File: src/rtl/sdram_port_arbiter.sv
// Two-port SDRAM arbiter: CPU port m0 (with lock) and video/DMA port m1 share one controller.
// m1 has priority, but m0 is forced through after STARVE_LIMIT consecutive m1 wins.
module sdram_port_arbiter #(
  parameter int unsigned STARVE_LIMIT = 4
) (
  input  logic        clk_i,
  input  logic        rst_i,
  input  logic        m0_rd_i,
  input  logic        m0_wr_i,
  input  logic        m0_lock_i,
  input  logic [23:0] m0_addr_x16_i,
  input  logic [15:0] m0_wdata_i,
  input  logic [1:0]  m0_wmask_i,
  output logic        m0_rdy_o,
  input  logic        m0_ack_i,
  output logic [15:0] m0_rdata_o,
  input  logic        m1_rd_i,
  input  logic        m1_wr_i,
  input  logic [23:0] m1_addr_x16_i,
  input  logic [15:0] m1_wdata_i,
  input  logic [1:0]  m1_wmask_i,
  output logic        m1_rdy_o,
  input  logic        m1_ack_i,
  output logic [15:0] m1_rdata_o,
  output logic        sdram_rd_o,
  output logic        sdram_wr_o,
  output logic [23:0] sdram_addr_x16_o,
  output logic [15:0] sdram_wdata_o,
  output logic [1:0]  sdram_wmask_o,
  input  logic        sdram_rdy_i,
  output logic        sdram_ack_o,
  input  logic [15:0] sdram_rdata_i
);

  typedef enum logic [2:0] {StIdle, StIssue, StBusy, StDone, StAck} state_e;

  localparam logic [3:0] Limit = 4'(STARVE_LIMIT);

  state_e      state_q, state_d;
  logic        gnt_q, gnt_d;
  logic [3:0]  starve_q, starve_d;
  logic        rd_q, rd_d, wr_q, wr_d;
  logic [23:0] addr_q, addr_d;
  logic [15:0] wdata_q, wdata_d;
  logic [1:0]  wmask_q, wmask_d;
  logic [15:0] rdata_q, rdata_d;

  logic req0, req1, lock_excl, win, win_valid;

  assign req0      = m0_rd_i | m0_wr_i;
  assign req1      = m1_rd_i | m1_wr_i;
  // The lock only binds while m0 holds the grant.
  assign lock_excl = ~gnt_q & m0_lock_i;

  always_ff @(posedge clk_i) begin
    if (rst_i) begin
      state_q  <= StIdle;
      gnt_q    <= 1'b0;
      starve_q <= 4'd0;
      rd_q     <= 1'b0;
      wr_q     <= 1'b0;
      addr_q   <= 24'd0;
      wdata_q  <= 16'd0;
      wmask_q  <= 2'b11;
      rdata_q  <= 16'd0;
    end else begin
      state_q  <= state_d;
      gnt_q    <= gnt_d;
      starve_q <= starve_d;
      rd_q     <= rd_d;
      wr_q     <= wr_d;
      addr_q   <= addr_d;
      wdata_q  <= wdata_d;
      wmask_q  <= wmask_d;
      rdata_q  <= rdata_d;
    end
  end

  always_comb begin
    state_d   = state_q;
    gnt_d     = gnt_q;
    starve_d  = starve_q;
    rd_d      = rd_q;
    wr_d      = wr_q;
    addr_d    = addr_q;
    wdata_d   = wdata_q;
    wmask_d   = wmask_q;
    rdata_d   = rdata_q;
    win       = 1'b0;
    win_valid = 1'b0;
    unique case (state_q)
      StIdle: begin
        if (lock_excl) begin
          win_valid = req0;
        end else if (req0 && req1) begin
          win_valid = 1'b1;
          win       = (starve_q != Limit);
        end else begin
          win_valid = req0 | req1;
          win       = ~req0;
        end
        if (win_valid) begin
          state_d = StIssue;
          gnt_d   = win;
          if (!win) begin
            starve_d = 4'd0;
          end else if (req0) begin
            starve_d = starve_q + 4'd1;
          end
          // Write wins over read when a requester raises both.
          wr_d    = win ? m1_wr_i : m0_wr_i;
          rd_d    = win ? (m1_rd_i & ~m1_wr_i) : (m0_rd_i & ~m0_wr_i);
          addr_d  = win ? m1_addr_x16_i : m0_addr_x16_i;
          wdata_d = win ? m1_wdata_i : m0_wdata_i;
          wmask_d = win ? m1_wmask_i : m0_wmask_i;
        end
      end
      StIssue: begin
        if (!sdram_rdy_i) state_d = StBusy;
      end
      StBusy: begin
        if (sdram_rdy_i) begin
          rdata_d = sdram_rdata_i;
          rd_d    = 1'b0;
          wr_d    = 1'b0;
          state_d = StDone;
        end
      end
      StDone: begin
        if (gnt_q ? m1_ack_i : m0_ack_i) state_d = StAck;
      end
      StAck: begin
        state_d = StIdle;
      end
      default: begin
        state_d = StIdle;
      end
    endcase
  end

  always_comb begin
    m0_rdy_o         = ~rst_i & ((state_q == StIdle) | ((state_q == StDone) & ~gnt_q));
    m1_rdy_o         = ~rst_i & (((state_q == StIdle) & ~lock_excl) |
                                 ((state_q == StDone) & gnt_q));
    m0_rdata_o       = rdata_q;
    m1_rdata_o       = rdata_q;
    sdram_rd_o       = rd_q;
    sdram_wr_o       = wr_q;
    sdram_addr_x16_o = addr_q;
    sdram_wdata_o    = wdata_q;
    sdram_wmask_o    = wmask_q;
    sdram_ack_o      = (state_q == StAck);
  end

endmodule
File: config.mk
export PLATFORM = sky130hd
export DESIGN_NAME = sdram_port_arbiter
export DESIGN_NICKNAME = d
export VERILOG_FILES = /design/src/rtl/sdram_port_arbiter.sv
export SDC_FILE = /design/constraint.sdc
export NUM_CORES = 1
export LEC_CHECK = 0
export ABC_AREA = 1
export CAP_MARGIN = 30
export CORE_ASPECT_RATIO = 1.4
export CORE_UTILIZATION = 42
export CTS_CLUSTER_DIAMETER = 30
export DETAILED_ROUTE_END_ITERATION = 8
export GPL_TIMING_DRIVEN = 0
export PLACE_DENSITY = 0.86
export SLEW_MARGIN = 20
export SYNTH_ARGS = -nofsm -noshare
export SYNTH_HDL_FRONTEND = slang
export SYNTH_SLANG_ARGS = --single-unit
File: constraint.sdc
create_clock -name clk_i -period 2.7 [get_ports clk_i]
set_input_delay 0.54 -clock clk_i [delete_from_list [all_inputs] [get_ports clk_i]]
set_output_delay 0.54 -clock clk_i [all_outputs]
set_load 0.03 [all_outputs]
==> flow_summary.yaml, run 1 <==
detailed_routing:
  vias: 4070
  drcViolationCount: 0
  viasPerCell: 4.80
  drt-pass1-iter-count: 4
  route.met2.wl_um: 5560
  drt-total-wl_um: 10800
  wl_met3_um: 991
  drt-initial-drc-count: 189
  top_layer: "met4"
  post_drt_wl_per_cell_um: 12.7
  ant_nets: 0
  drt-met1-wl_um: 3930
final_layout:
  post-route-util_pct: 71.3
  final_common_cell: "clkdlybuf4s50_1"
  layout-drive-gt1-share_pct: 7.77
  ff_latch_area_sq_um: 1360
  n_fill_cell: 685
  final_cell_mix: "clkdlybuf4s50_1, nand2_1, nand3_1"
  antennaDiodeCount: 0
  multi_input_area_sq_um: 1600
  syn_to_final_growth_pct: 64.8
  finalNetCount: 854
cts:
  hold_buffers: 0
  path_clk_slew_ns: 0.05
  worstSkewPairLatency_ns: 0.32
  cts_tree: "done"
  cts-root-buf: "clkbuf_16"
  clock-sinks: 68
  htreeDepth: 3
  cts_inserted_buffers: 9
  cts_max_path_buffers: 2
pwr:
  peakVddDrop_uv: 582
  p_per_area_nw_per_um2: 1040
  p_leak_nw: 2.69
sta:
  hold_viol_final: 0
  fin_crit_sh_pct: 93.2
  finalSetupTns_ns: 0
  layout_min_cycle_time_ns: 2.52
  setup_viol: 0
  slew-limit-headroom_pct: 65.3
  worst_pin_slew_ns: 0.520
  skew_ns: 0.00433
  slew_violations: 0
  max_freq_mhz: 397
  fin_ws_ns: 0.183
  grt_setup_unrepaired: "false"
global_route:
  grt_pass1_wl_um: 17500
  grt_usage_pct: 25.6
  grt_overflow: 0
  grt_max_degree: 11
  grt_pass1_vias: 3998
  antenna_found_initial: 0
logic_synthesis:
  ys_seq_elements: 68
  synth_warnings: 0
  synth.cell_area_sq_um: 3500
  syn-num-nets: 656
  yosysUniqueCellTypes: 22
  avgSynthCellArea_sq_um: 6.44
  seq_area_frac_synth_pct: 38.9
  netlist_instances: 544
flow_run:
  max_cap_viol_count: 0
placed_design:
  post-place-ws_ns: 0.122
  gp_congestion: 0.835
  port_buffers: 187
  hpwl_um: 8550
setup_path:
  crit_path_end_kind: "output pin"
  critPathKind: "flip-flop to output pin"
  cpLargestDelayFamily: "buffers and inverters"
  r2r_slack_ns: 0.89
  startpoint: "state_q[1]$_SDFFE_PP0P_"
  rr_startpoint: "starve_q[0]$_SDFFE_PP0P_"
  cp_max_fo: 8
  cp.depth: 6
  crit_path_start_kind: "flip-flop"
  worstPathRequired_ns: 2.16
  path_buf_inv: 3
  reg2reg_depth: 10
  max_stage_delay_ns: 0.69
  arrival_ns: 1.98
  cp_cell_sequence: "buf_2 > inv_1 > nor2_1 > nand2_1 > a21oi_1 > clkdlybuf4s50_1"
  cp_slowest_cell: "clkdlybuf4s50_1"
floorplanning:
  rows: 39
  die_h_um: 110
  placeableCoreArea_sq_um: 8100
  dieWidth_um: 79.2
  ios: 189
  die_area_sq_um: 8710
  start_util_pct: 43.2
min_path:
  hold_start: "m0_rdata_o[2]$_SDFFE_PP0P_"
  holdPathStages: 2
  min_path_type: "flip-flop to flip-flop"
status:
  status: "finished clean"
==> metal layers <==
layer	global-route usage, %	up-vias
li1	-	2075
met1	24.4	1804
met2	49.5	168
met3	8.31	23
met4	10.5	0
met5	0	-
==> logic make-up (layout without fill, tap and decap cells) <==
group,count (synthesis),after routing,share of synthesized area [%]
fa+ha+maj,2,2,0.714
compound gates,34,34,4.86
buf+inv,106,308,15.3
simple gates,334,334,40.2
flops,68,68,38.9
==> synthesized netlist by cell type <==
cell type | number | area, sq um
o21ai_0 | 2 | 10.0
nand2_4 | 1 | 11.3
nand2_1 | 138 | 518
ha_1 | 2 | 25.0
buf_6 | 8 | 90.1
inv_2 | 4 | 15.0
clkbuf_1 | 14 | 52.6
a21oi_1 | 29 | 145
and3_1 | 1 | 6.26
nor2_1 | 89 | 334
buf_4 | 19 | 143
dfxtp_1 | 68 | 1360
inv_1 | 54 | 203
nand3_2 | 1 | 10.0
o21ai_1 | 3 | 15.0
nor3_1 | 4 | 20.0
buf_1 | 1 | 3.75
nor3b_1 | 1 | 7.51
nor2_2 | 3 | 18.8
buf_2 | 6 | 30.0
nand2_2 | 2 | 12.5
nand3_1 | 94 | 470
==> layout make-up <==
cell class              count  area share (%)
plain buffers              48            5.55
clock inverters             2           0.173
multi-input cells         370            27.8
inverters                  58            3.77
flip-flops and latches     68            23.6
repair buffers            187            32.4
clock buffers              13            4.51
well taps                 102            2.21
==> sequential cells by signal, summed over array words and instances, names as in the netlist <==
register / flops
starve_q: 4
gnt_q: 1
state_q: 3
sdram_wr_o: 1
sdram_wmask_o: 2
sdram_rd_o: 1
m0_rdata_o: 16
sdram_addr_x16_o: 24
sdram_wdata_o: 16
==> what timing repair did <==
action | in CTS | in global routing
gates resized for setup | 0 | 2
setup endpoints to repair | 0 | 1
buffers inserted | 0 | 0
==> path summary, 6_finish.rpt <==
| path | to |
|---|---|
| setup / recovery | m0_rdy_o |
| setup reg to reg | sdram_wmask_o[1]$_SDFFE_PP1P_ |
| hold reg to reg | m0_rdata_o[2]$_SDFFE_PP0P_ |
| hold / removal | m0_rdata_o[2]$_SDFFE_PP0P_ |
==> power breakdown <==
part / switching [mW] / total, mW / internal, mW
clock network: 0.398 / 1.06 / 0.663
registers: 0.201 / 1.56 / 1.36
logic: 2.02 / 3.40 / 1.38
total: 2.62 / 6.02 / 3.41
==> per-stage QoR <==
stage               power, mW  area (sq um)  hold slack (ns)  cells
global route             6.47          5770            0.503    848
detailed placement       4.98          5500            0.469    833
CTS                      6.07          5770            0.481    848
floorplan                3.74          3500            0.470    544
global placement         4.89          5500            0.454    833
finish                   6.02          5770            0.479    848
==> worst register-to-register path, stage by stage (launching register included) <==
cell	delay [ns]
dfxtp_1	0.37
inv_1	0.08
ha_1	0.20
nand3_1	0.08
nand3_1	0.26
nand2_2	0.19
buf_6	0.16
buf_6	0.15
a21oi_1	0.07
o21ai_1	0.08
nand2_1	0.07
Note: power is estimated with default switching activity, not from simulation.
==> run 2, diff against run 1 <==
Settings changed: CORE_MARGIN from default to 1.
==> results of run 2 <==
Same layout as run 1: the final DEF is identical, and so are final timing and power.
